## config.mk

```make
export PLATFORM = sky130hd
export DESIGN_NAME = regfile_access_ctrl
export DESIGN_NICKNAME = d
export VERILOG_FILES = /design/src/rtl/regfile_access_ctrl.sv
export SDC_FILE = /design/constraint.sdc
export NUM_CORES = 1
export LEC_CHECK = 0
export ABC_AREA = 1
export BUFFER_PORTS_ARGS = -buffer_cell sky130_fd_sc_hd__buf_4
export CAP_MARGIN = 20
export CORE_ASPECT_RATIO = 1.4
export CORE_UTILIZATION = 49
export CTS_CLUSTER_SIZE = 28
export DETAILED_ROUTE_END_ITERATION = 6
export PLACE_DENSITY_LB_ADDON = 0.1
export RECOVER_POWER = 25
export SKIP_CTS_REPAIR_TIMING = 1
export SLEW_MARGIN = 30
export SYNTH_ARGS = -nofsm -noshare
export SYNTH_HDL_FRONTEND = slang
export SYNTH_SLANG_ARGS = --single-unit
```

## constraint.sdc

```tcl
create_clock -name clk -period 2.1 [get_ports clk]
set_input_delay 0.105 -clock clk [delete_from_list [all_inputs] [get_ports clk]]
set_output_delay 0.105 -clock clk [all_outputs]
set_load 0.03 [all_outputs]
```

## src/rtl/regfile_access_ctrl.sv

```systemverilog
// regfile_access_ctrl: initiator side of the general register file bus.
// It accepts one operation, reads up to two source registers over the
// shared port, hands the operands to the ALU with valid/ready, waits for
// the result and writes it back to the destination register.
// The register file samples the bus on the negedge after each posedge, so
// every register access takes exactly one cycle.
// Optional build macro: FORWARD_EN. When it is defined, the controller
// remembers the last value it wrote back. A later read of that same
// register then takes the remembered value in zero cycles and issues no
// register read. When the macro is not defined, every source is read from
// the register file.

`ifndef OPERAND_SIZE_DFLT
`define OPERAND_SIZE_DFLT 8
`endif
`ifndef NUM_REGS_DFLT
`define NUM_REGS_DFLT 8
`endif

module regfile_access_ctrl #(
    parameter int OPERAND_SIZE = `OPERAND_SIZE_DFLT,
    parameter int NUM_REGS     = `NUM_REGS_DFLT
) (
    input  logic                    clk,
    input  logic                    reset,
    // request side
    input  logic                    req_valid,
    output logic                    req_ready,
    input  logic [NUM_REGS-1:0]     req_src_a,
    input  logic [NUM_REGS-1:0]     req_src_b,
    input  logic                    req_two_src,
    input  logic [NUM_REGS-1:0]     req_dst,
    input  logic                    req_wb,
    // ALU side
    output logic                    op_valid,
    input  logic                    op_ready,
    output logic [OPERAND_SIZE-1:0] op_a,
    output logic [OPERAND_SIZE-1:0] op_b,
    input  logic                    res_valid,
    input  logic [OPERAND_SIZE-1:0] res_data,
    // register file bus
    output logic                    rf_enable,
    output logic                    rf_read,
    output logic                    rf_write,
    output logic [NUM_REGS-1:0]     rf_select,
    output logic [OPERAND_SIZE-1:0] rf_wdata,
    input  logic [OPERAND_SIZE-1:0] rf_rdata,
    // status
    output logic                    done,
    output logic                    err
);

    localparam logic [2:0] S_IDLE     = 3'd0;
    localparam logic [2:0] S_RD_A     = 3'd1;
    localparam logic [2:0] S_RD_B     = 3'd2;
    localparam logic [2:0] S_ISSUE    = 3'd3;
    localparam logic [2:0] S_WAIT_RES = 3'd4;
    localparam logic [2:0] S_WR       = 3'd5;

    // The select bus is NUM_REGS bits wide, so it can hold NUM_REGS itself.
    // Any index at or above that value is illegal.
    localparam logic [NUM_REGS-1:0] REG_LIMIT = NUM_REGS[NUM_REGS-1:0];

    logic [2:0]              state_q,     state_d;
    logic [NUM_REGS-1:0]     src_a_q,     src_a_d;
    logic [NUM_REGS-1:0]     src_b_q,     src_b_d;
    logic [NUM_REGS-1:0]     dst_q,       dst_d;
    logic                    two_src_q,   two_src_d;
    logic                    wb_q,        wb_d;
    logic [OPERAND_SIZE-1:0] op_a_q,      op_a_d;
    logic [OPERAND_SIZE-1:0] op_b_q,      op_b_d;
    logic                    op_valid_q,  op_valid_d;
    logic                    rf_enable_q, rf_enable_d;
    logic                    rf_read_q,   rf_read_d;
    logic                    rf_write_q,  rf_write_d;
    logic [NUM_REGS-1:0]     rf_select_q, rf_select_d;
    logic [OPERAND_SIZE-1:0] rf_wdata_q,  rf_wdata_d;
    logic                    done_q,      done_d;
    logic                    err_q,       err_d;
    logic                    idx_bad;

`ifdef FORWARD_EN
    logic [NUM_REGS-1:0]     last_dst_q,  last_dst_d;
    logic [OPERAND_SIZE-1:0] last_val_q,  last_val_d;
    logic                    last_vld_q,  last_vld_d;
`endif

    // Request legality: only the indices that the operation will use are checked.
    always_comb begin
        idx_bad = (req_src_a >= REG_LIMIT)
                | (req_two_src & (req_src_b >= REG_LIMIT))
                | (req_wb      & (req_dst   >= REG_LIMIT));
    end

    // Sequencing. The bus and handshake outputs are registered. They are
    // decoded from the next state, so each one is valid during the cycle
    // in which its state is occupied.
    always_comb begin
        state_d    = state_q;
        src_a_d    = src_a_q;
        src_b_d    = src_b_q;
        dst_d      = dst_q;
        two_src_d  = two_src_q;
        wb_d       = wb_q;
        op_a_d     = op_a_q;
        op_b_d     = op_b_q;
        rf_wdata_d = rf_wdata_q;
        done_d     = 1'b0;
        err_d      = 1'b0;
`ifdef FORWARD_EN
        last_dst_d = last_dst_q;
        last_val_d = last_val_q;
        last_vld_d = last_vld_q;
`endif

        case (state_q)
            S_IDLE: begin
                if (req_valid) begin
                    src_a_d   = req_src_a;
                    src_b_d   = req_src_b;
                    dst_d     = req_dst;
                    two_src_d = req_two_src;
                    wb_d      = req_wb;
                    if (idx_bad) begin
                        err_d = 1'b1;
                    end else begin
                        state_d = S_RD_A;
                        // With a single source, op_b is presented as zero.
                        if (!req_two_src) op_b_d = '0;
                    end
                end
            end
            S_RD_A: begin
                op_a_d  = rf_rdata;
                state_d = two_src_q ? S_RD_B : S_ISSUE;
            end
            S_RD_B: begin
                op_b_d  = rf_rdata;
                state_d = S_ISSUE;
            end
            S_ISSUE: begin
                if (op_ready) state_d = S_WAIT_RES;
            end
            S_WAIT_RES: begin
                if (res_valid) begin
                    rf_wdata_d = res_data;
                    if (wb_q) begin
                        state_d = S_WR;
                    end else begin
                        state_d = S_IDLE;
                        done_d  = 1'b1;
                    end
                end
            end
            S_WR: begin
                state_d = S_IDLE;
                done_d  = 1'b1;
`ifdef FORWARD_EN
                last_dst_d = dst_q;
                last_val_d = rf_wdata_q;
                last_vld_d = 1'b1;
`endif
            end
            default: state_d = S_IDLE;
        endcase

`ifdef FORWARD_EN
        // A forwarding hit skips the read state entirely. RD_A is checked
        // first and RD_B second, so two hits in a row go straight to ISSUE.
        if (state_d == S_RD_A && last_vld_q && src_a_d == last_dst_q) begin
            op_a_d  = last_val_q;
            state_d = two_src_d ? S_RD_B : S_ISSUE;
        end
        if (state_d == S_RD_B && state_q != S_RD_B && last_vld_q &&
            src_b_d == last_dst_q) begin
            op_b_d  = last_val_q;
            state_d = S_ISSUE;
        end
`endif

        rf_enable_d = (state_d == S_RD_A) | (state_d == S_RD_B) | (state_d == S_WR);
        rf_read_d   = (state_d == S_RD_A) | (state_d == S_RD_B);
        rf_write_d  = (state_d == S_WR);
        op_valid_d  = (state_d == S_ISSUE);
        case (state_d)
            S_RD_A:  rf_select_d = src_a_d;
            S_RD_B:  rf_select_d = src_b_d;
            S_WR:    rf_select_d = dst_d;
            default: rf_select_d = rf_select_q;
        endcase
    end

    // State and output registers. A synchronous reset abandons any
    // operation that is in flight.
    always_ff @(posedge clk) begin
        if (!reset) begin
            state_q     <= S_IDLE;
            src_a_q     <= '0;
            src_b_q     <= '0;
            dst_q       <= '0;
            two_src_q   <= 1'b0;
            wb_q        <= 1'b0;
            op_a_q      <= '0;
            op_b_q      <= '0;
            op_valid_q  <= 1'b0;
            rf_enable_q <= 1'b0;
            rf_read_q   <= 1'b0;
            rf_write_q  <= 1'b0;
            rf_select_q <= '0;
            rf_wdata_q  <= '0;
            done_q      <= 1'b0;
            err_q       <= 1'b0;
        end else begin
            state_q     <= state_d;
            src_a_q     <= src_a_d;
            src_b_q     <= src_b_d;
            dst_q       <= dst_d;
            two_src_q   <= two_src_d;
            wb_q        <= wb_d;
            op_a_q      <= op_a_d;
            op_b_q      <= op_b_d;
            op_valid_q  <= op_valid_d;
            rf_enable_q <= rf_enable_d;
            rf_read_q   <= rf_read_d;
            rf_write_q  <= rf_write_d;
            rf_select_q <= rf_select_d;
            rf_wdata_q  <= rf_wdata_d;
            done_q      <= done_d;
            err_q       <= err_d;
        end
    end

`ifdef FORWARD_EN
    // Forwarding memory of the most recent write-back.
    always_ff @(posedge clk) begin
        if (!reset) begin
            last_dst_q <= '0;
            last_val_q <= '0;
            last_vld_q <= 1'b0;
        end else begin
            last_dst_q <= last_dst_d;
            last_val_q <= last_val_d;
            last_vld_q <= last_vld_d;
        end
    end
`endif

    assign req_ready = (state_q == S_IDLE);
    assign op_valid  = op_valid_q;
    assign op_a      = op_a_q;
    assign op_b      = op_b_q;
    assign rf_enable = rf_enable_q;
    assign rf_read   = rf_read_q;
    assign rf_write  = rf_write_q;
    assign rf_select = rf_select_q;
    assign rf_wdata  = rf_wdata_q;
    assign done      = done_q;
    assign err       = err_q;

endmodule

```

# == Word level (Yosys, flattened, before mapping) ==
# Cells that the tools add are included.
# totals
regBits,67
latch_bits,0
ram_bits,0
rom_bits,0
inputBits,47
out_inout_bits,39
word_cells,66
memories,0
# classes
n_addsub,0
mul,0
n_div,0
n_lt_le_gt_ge,3
eq_ne,12
shift,0
n_mux,22
bitwise_logic,6
n_reduce_logical,7
# ops
cell,n
$mux W8,9
$ge A8 B4 Y1 const B,3
$pmux W8 S3,1
$pmux W8 S2,1
$mux W3,5
$pmux W3 S5,1
$eq A3 B2 Y1 const B,4
$eq A3 B3 Y1 const B,3
$eq A3 B1 Y1 const B,2
$ne A2 B2 Y1 const B,3
$mux W1,4
$or A1 B1 Y1,4
$reduce_and A2 Y1,2
$reduce_and A4 Y1,1
$logic_not A3 Y1,1
$reduce_and A3 Y1,1
$reduce_bool A3 Y1,1
$and A1 B1 Y1,2
$pmux W1 S2,1
$reduce_bool A2 Y1,1

# == Depth between registers and ports, before layout ==
# Gate-level depths: netlist of run 1.
# logic_depth
word_depth,10
mapped_depth,13
depth_no_buf,12

# == Least setup slack after synthesis of run 1 ==
# Ideal clock, no wire load.
# synth_path
path_type,register to register
startpoint,register state_q[0]
endpoint,register rf_select_q[0] (netlist: rf_select[0])
setup_time_ns,0.109
arrival_ns,1.511
required_ns,1.991
path_slack_ns,0.480
stages_incl_launch_ff,14
n_path_buf,2
synth_period_minus_slack_ns,1.620
path_cell_list,dfxtp_1 -> buf_6 -> clkinv_4 -> nand2_4 -> nor2_4 -> nand2_2 -> buf_6 -> or2_1 -> o21ai_0 -> nor2_1 -> nor2_1 -> nand3_1 -> nand2_1 -> inv_1
# synth_between
word_cells_on_any_way,18
cone_classes,eq/ne (7); mux (9); reduce/logical (2)
# synth_lines
item,line,text
from (decl),64,"logic [2:0] state_q, state_d;"
from (signal assigned),214,state_q <= state_d;
$logic_not A3 Y1 *,n/a,
via req_ready,28,"output logic req_ready,"
$pmux W3 S5,116,case (state_q)
$eq A3 B3 Y1 (tied with other cells),185,case (state_d)
$pmux W8 S3 or $reduce_bool A3 Y1 (tied branches),n/a,
to (signal assigned),226,rf_select_q <= rf_select_d;
to (decl),76,"logic [NUM_REGS-1:0] rf_select_q, rf_select_d;"
# Mark *: on every way through the listed nets, which the timed path passes. The rest lies on a longest branch.
# A chain may end at the register's enable or synchronous reset.

# == Final worst setup path of run 1 ==
# layout_path
startpoint,register state_q[0]
endpoint,register op_b_q[7] (netlist: op_b[7])
# layout_between
elab_chain_cells,3
word_cells_on_any_way,8
cone_classes,eq/ne (4); mux (1); reduce/logical (3)
# layout_rtl
item,line,text
$logic_not A3 Y1 or $eq A3 B2 Y1 (tied branches),116,
$ne A2 B2 Y1 (no line) or $reduce_bool A2 Y1 (tied branches),n/a,
$reduce_and A4 Y1 (no line),n/a,
to (signal assigned),221,op_b_q <= op_b_d;
to (decl),71,"logic [OPERAND_SIZE-1:0] op_b_q, op_b_d;"
# Parallel ways exist; a longest one is shown, timed or not.

==> results of run 1 <==
-- sequential cells by signal, indices dropped and copies added (netlist names), 3 cells and up --
register	cells
dst_q	8
op_a	8
op_b	8
rf_select	8
rf_wdata	8
src_b_q	8
src_a_q	3
state_q	3
-- metrics by stage --
stage,instances,power (mW)
6_report,495,2.76
3_5_place_dp,480,1.91
2_1_floorplan,343,1.71
5_1_grt,495,2.90
4_1_cts,495,2.80
3_3_place_gp,480,1.90
-- worst max path at each step --
stage	slack, ns	cells after the start	to
4_1_cts	0.09	9	rf_select[0]
3_3_place_gp	0.20	9	rf_select[2]
6_report	0.23	9	op_b[7]
3_5_place_dp	0.11	9	rf_select[1]
5_1_grt	0.07	9	op_b[5]
2_1_floorplan	0.48	13	rf_select[0]
-- cells in the final DEF, fill, tap and decap left out, types with 3 or more instances in the layout --
cell	instances
o21a_1	3
buf_4	64
nor2_2	3
dfxtp_1	62
nand3_1	19
or2_1	4
nand2_2	3
or2_0	7
clkbuf_1	28
a21oi_1	16
clkbuf_8	11
nand2_1	35
o21ai_1	5
or2_2	3
nor2_1	91
inv_1	29
o21ai_0	29
-- power breakdown --
part           total (mW)  internal, mW  leakage (nW)  switching (mW)
sequential           1.31          1.27         0.507          0.0398
clock               0.898         0.486        0.0865           0.412
combinational       0.558         0.212         0.892           0.346
-- cell families after synthesis --
kind of cell / after synthesis / synth area share
buf+inv: 49 / 0.0870
compound gates: 57 / 0.119
simple gates: 175 / 0.309
flops: 62 / 0.485
-- routing by layer --
layer	part of all wire	up-vias	global-route usage	routed length, um
li1	-	1249	-	-
met1	0.43	1052	0.225	2470
met2	0.50	61	0.387	2900
met3	0.052	7	0.0733	299
met4	0.015	0	0.0994	84
met5	0	-	0	0
-- Yosys cell counts (2+ instances only) --
master and count:
nand3_1 19, nor2_1 91, or2_0 7, buf_6 3, o21ai_0 29, or2_1 4
clkbuf_1 6, buf_2 5, o21a_1 3, or2_2 3, nand2_4 2, nand2_1 35
dfxtp_1 62, inv_2 2, nor2_2 3, nand2_2 3, o21ai_1 5, inv_1 29
a21oi_1 16
-- layout make-up --
| cell class | count | area [um^2] | area share |
|---|---|---|---|
| Inverter | 33 | 129 | 0.0391 |
| Timing Repair Buffer | 89 | 574 | 0.174 |
| Clock inverter | 1 | 5.00 | 0.00152 |
| Sequential cell | 62 | 1240 | 0.377 |
| Clock buffer | 14 | 163 | 0.0494 |
| Tap cell | 64 | 80.1 | 0.0243 |
| Multi-Input combinational cell | 232 | 1100 | 0.335 |
-- tightest hold or removal path: stages --
cell     delay, ns
buf_4         0.08
o21ai_0       0.07
nor2_1        0.07
==> run metrics, run 1 <==
status=finished clean; Max-cap violations=0; sequential-to-total area share from yosys stat=0.485; drt pass-1 iters=4; IO Count=86; Setup Viol. Count Final=0; Total GRT Usage=0.215; Hold Crit Endpoint=rf_wdata[2]; area delta synth->final=28.8%; TritonCTS clock tree=yes; die area=5520 um^2; Final Wtd Congestion=0.850; Startpoint Class=flop; static leakage=1.49 nW; WL/cell=11.6 um; Worst Path Arrival=2.12 ns; FF-to-FF path depth=9; Hold Path Depth=3; DRC viols=0; Layout Nets=474; dpl ws=0.112 ns; area of the core=4920 um^2; die height=87.5 um; Tmin final=1.87 ns; DRT Wirelength=5.75 mm; first-pass GRT wire length=9.08 mm; Slowest-stage cell, CP=dfxtp_1; Mapped Area=2560 um^2; worst min path class=in -> reg; crit end category=flop; number of fill cells=468; worst skew pair latency=0.33 ns; fin worst setup slack=0.231 ns; synthesis-stage register bit count=62; 1st-iter DRT viols=134; Syn Area/Cell=7.46 um^2; CP Cell Sequence=clkinv_4, nand2_4, nor2_4, nand2_2, nor2_1, a31o_2, inv_1, nand2_1, a21oi_1; # diodes=0; post-layout util=0.670; Congestion Overflow GR=0; area leader, netlist=dfxtp_1; crit path from=state_q[0]; Crit path required time=2.35 ns; R2R Setup Slk=0.23 ns; worst path bufs/invs=2; async set-reset flop share out of synthesis=0; Chip Width=63.1 um; PD cells=839 nW/um^2; FF-to-FF End=op_b[7]; Final period util=0.890; Detail Placement HPWL=4.18 mm; max incr delay on CP=0.51 ns; crit path max fanout=19; Sink Count=62; EDFF count, synth=0; vias per inst=4.79; worst-margin pin slew=0.513 ns; maximum vdd drop=469 uV; Yosys top cell area share=0.485; num rows=30; number of global-route vias before repair=2,118; min-delay src=res_data[2]; Worst slew margin=0.656; H-tree Lvls=3; Post-synth top flop=dfxtp_1; Starting Density=0.520; Final Slew Violations=0; Hold Violations, Final=0; ranking of synthesized cells by area=dfxtp_1 (49%), nor2_1 (13%), o21ai_0 (5.7%), nand2_1 (5.1%), inv_1 (4.3%); DR vias=2,369; initial antenna violation count=0; CTS buffer count=9; post-route ant nets=0; largest net degree at the start of global routing=25; WS Path Type=reg -> reg; clock skew=0.00475 ns; final instance area=3300 um^2; dpl cell area=3210 um^2; Mapped Nets=390; CTS max path bufs=2; Reg clk slew, reported paths=0.06 ns; Root Driver=clkbuf_8; Netlist cell types=35; fmax=0.535 GHz; RR Startpoint=state_q[0]; delay-heaviest family, CP=simple AND/OR/NAND/NOR gates; RSZ-0062 raised after global routing=false; Total Neg Setup Slack=0 ns; Hold WS=0.0238 ns; Mapped Cells=343; synth warn=0; port buffer count=85; layout cell share with drive strength beyond 1=0.223
No activity file was read; power rests on OpenSTA's default activity.
==> run 2: changes to the inputs <==
--- a/config.mk
+++ b/config.mk
@@ -8,13 +8,16 @@
 export ABC_AREA = 1
 export BUFFER_PORTS_ARGS = -buffer_cell sky130_fd_sc_hd__buf_4
 export CAP_MARGIN = 20
+export CELL_PAD_IN_SITES_DETAIL_PLACEMENT = 1
+export CELL_PAD_IN_SITES_GLOBAL_PLACEMENT = 1
 export CORE_ASPECT_RATIO = 1.4
-export CORE_UTILIZATION = 49
+export CORE_UTILIZATION = 35
 export CTS_CLUSTER_SIZE = 28
 export DETAILED_ROUTE_END_ITERATION = 6
 export PLACE_DENSITY_LB_ADDON = 0.1
 export RECOVER_POWER = 25
 export SKIP_CTS_REPAIR_TIMING = 1
+export SKIP_LAST_GASP = 1
 export SLEW_MARGIN = 30
 export SYNTH_ARGS = -nofsm -noshare
 export SYNTH_HDL_FRONTEND = slang
==> run metrics, run 2 (synthesized netlist as in run 1, its figures left out) <==
area of the core=7030 um^2; die area=7660 um^2; Hold Path Depth=3; Slowest-stage cell, CP=dfxtp_1; Max-cap violations=0; number of global-route vias before repair=2,346; post-layout util=0.476; Tmin final=1.82 ns; FF-to-FF path depth=12; Worst slew margin=0.714; area delta synth->final=30.8%; initial antenna violation count=0; Reg clk slew, reported paths=0.06 ns; Total GRT Usage=0.188; area occupied by multi-input gates=1090 um^2; DR vias=2,446; static leakage=1.50 nW; max incr delay on CP=0.36 ns; Hold Violations, Final=0; Root Driver=clkbuf_8; Starting Density=0.364; Detail Placement HPWL=5.33 mm; Sink Count=62; largest net degree at the start of global routing=25; layout cell share with drive strength beyond 1=0.234; Setup Viol. Count Final=0; maximum vdd drop=365 uV; CP Cell Sequence=inv_2, nand2_4, nor2_4, nand2_2, buf_4, or2_1, o21ai_1, nor2_1, nor2_1, nand3_1, nand2_1, inv_1; CTS buffer count=9; vias per inst=4.64; PD cells=825 nW/um^2; clock skew=0.00588 ns; DRT Wirelength=6.84 mm; post-route ant nets=0; status=finished clean; IO Count=86; Power Total=2.76 mW; Layout Nets=476; Hold WS=0.0276 ns; most frequent cells in the layout=nor2_1 (91), buf_4 (66), dfxtp_1 (60); Total Neg Setup Slack=0 ns; TritonCTS clock tree=yes; drt pass-1 iters=4; number of fill cells=958; WL/cell=13.0 um; CTS max path bufs=2; H-tree Lvls=3; RSZ-0062 raised after global routing=false; num rows=36; DRC viols=0; fmax=0.550 GHz; FF/Latch Area=1240 um^2; Final Wtd Congestion=0.765; worst skew pair latency=0.33 ns; Final period util=0.866; Chip Width=74.3 um; crit end category=flop; most common cell after layout, fill and taps aside=nor2_1; worst min path class=in -> reg; Startpoint Class=flop; # diodes=0; Congestion Overflow GR=0; die height=103 um; WS Path Type=reg -> reg; 1st-iter DRT viols=41; Final Slew Violations=0; worst-margin pin slew=0.428 ns; most used cell, CP=nor2_1; Crit path required time=2.33 ns; Worst Path Arrival=2.05 ns; port buffer count=85; first-pass GRT wire length=10.7 mm; crit path max fanout=13
[run 2: cell types whose count changed in the layout (fill, tap and decap cells not counted), sizes merged]
cell / before / now
clkinv: 3 / 4
clkbuf: 39 / 36
buf: 64 / 67
[run 2: per-stage QoR]
step,std cells,setup WS [ns],area [um^2]
after floorplan,343,0.480,2560
after global placement,513,0.263,3280
after detailed placement,513,0.209,3280
after CTS,527,0.194,3430
after global routing,527,0.0851,3350
final,527,0.281,3350
[run 2: cell type report]
type	count	area share
Sequential cell	62	0.372
Multi-Input combinational cell	232	0.327
Timing Repair Buffer	91	0.181
Clock buffer	12	0.0434
Inverter	33	0.0385
Tap cell	95	0.0355
Clock inverter	2	0.00299
[run 2: per-layer routing]
metal / vias to the layer above / track usage / share of wire
li1: 1252 / - / -
met1: 1116 / 0.203 / 0.42
met2: 65 / 0.337 / 0.50
met3: 13 / 0.0450 / 0.051
met5: - / 0 / 0
met4: 0 / 0.0929 / 0.026
[run 2: worst max-delay path, delay by kind of cell, from the launching register on]
family                 cells  cell delay (ns)
buffers and inverters      3             0.38
AOI/OAI and AO/OA          1             0.12
DFF                        1             0.36
and+or+nand+nor            8             0.85
[run 2: final timing paths]
check | start | end | slack, ns
hold reg to reg | op_b[2] | op_b[2] | 0.46
setup reg to reg | state_q[1] | rf_select[1] | 0.28
setup / recovery | state_q[1] | rf_select[1] | 0.28
hold / removal | res_data[5] | rf_wdata[5] | 0.03
[run 2: report_power, final]
part	total [mW]	internal, mW	switching [mW]
clock network	0.868	0.444	0.424
registers	1.31	1.27	0.0428
logic	0.582	0.223	0.359
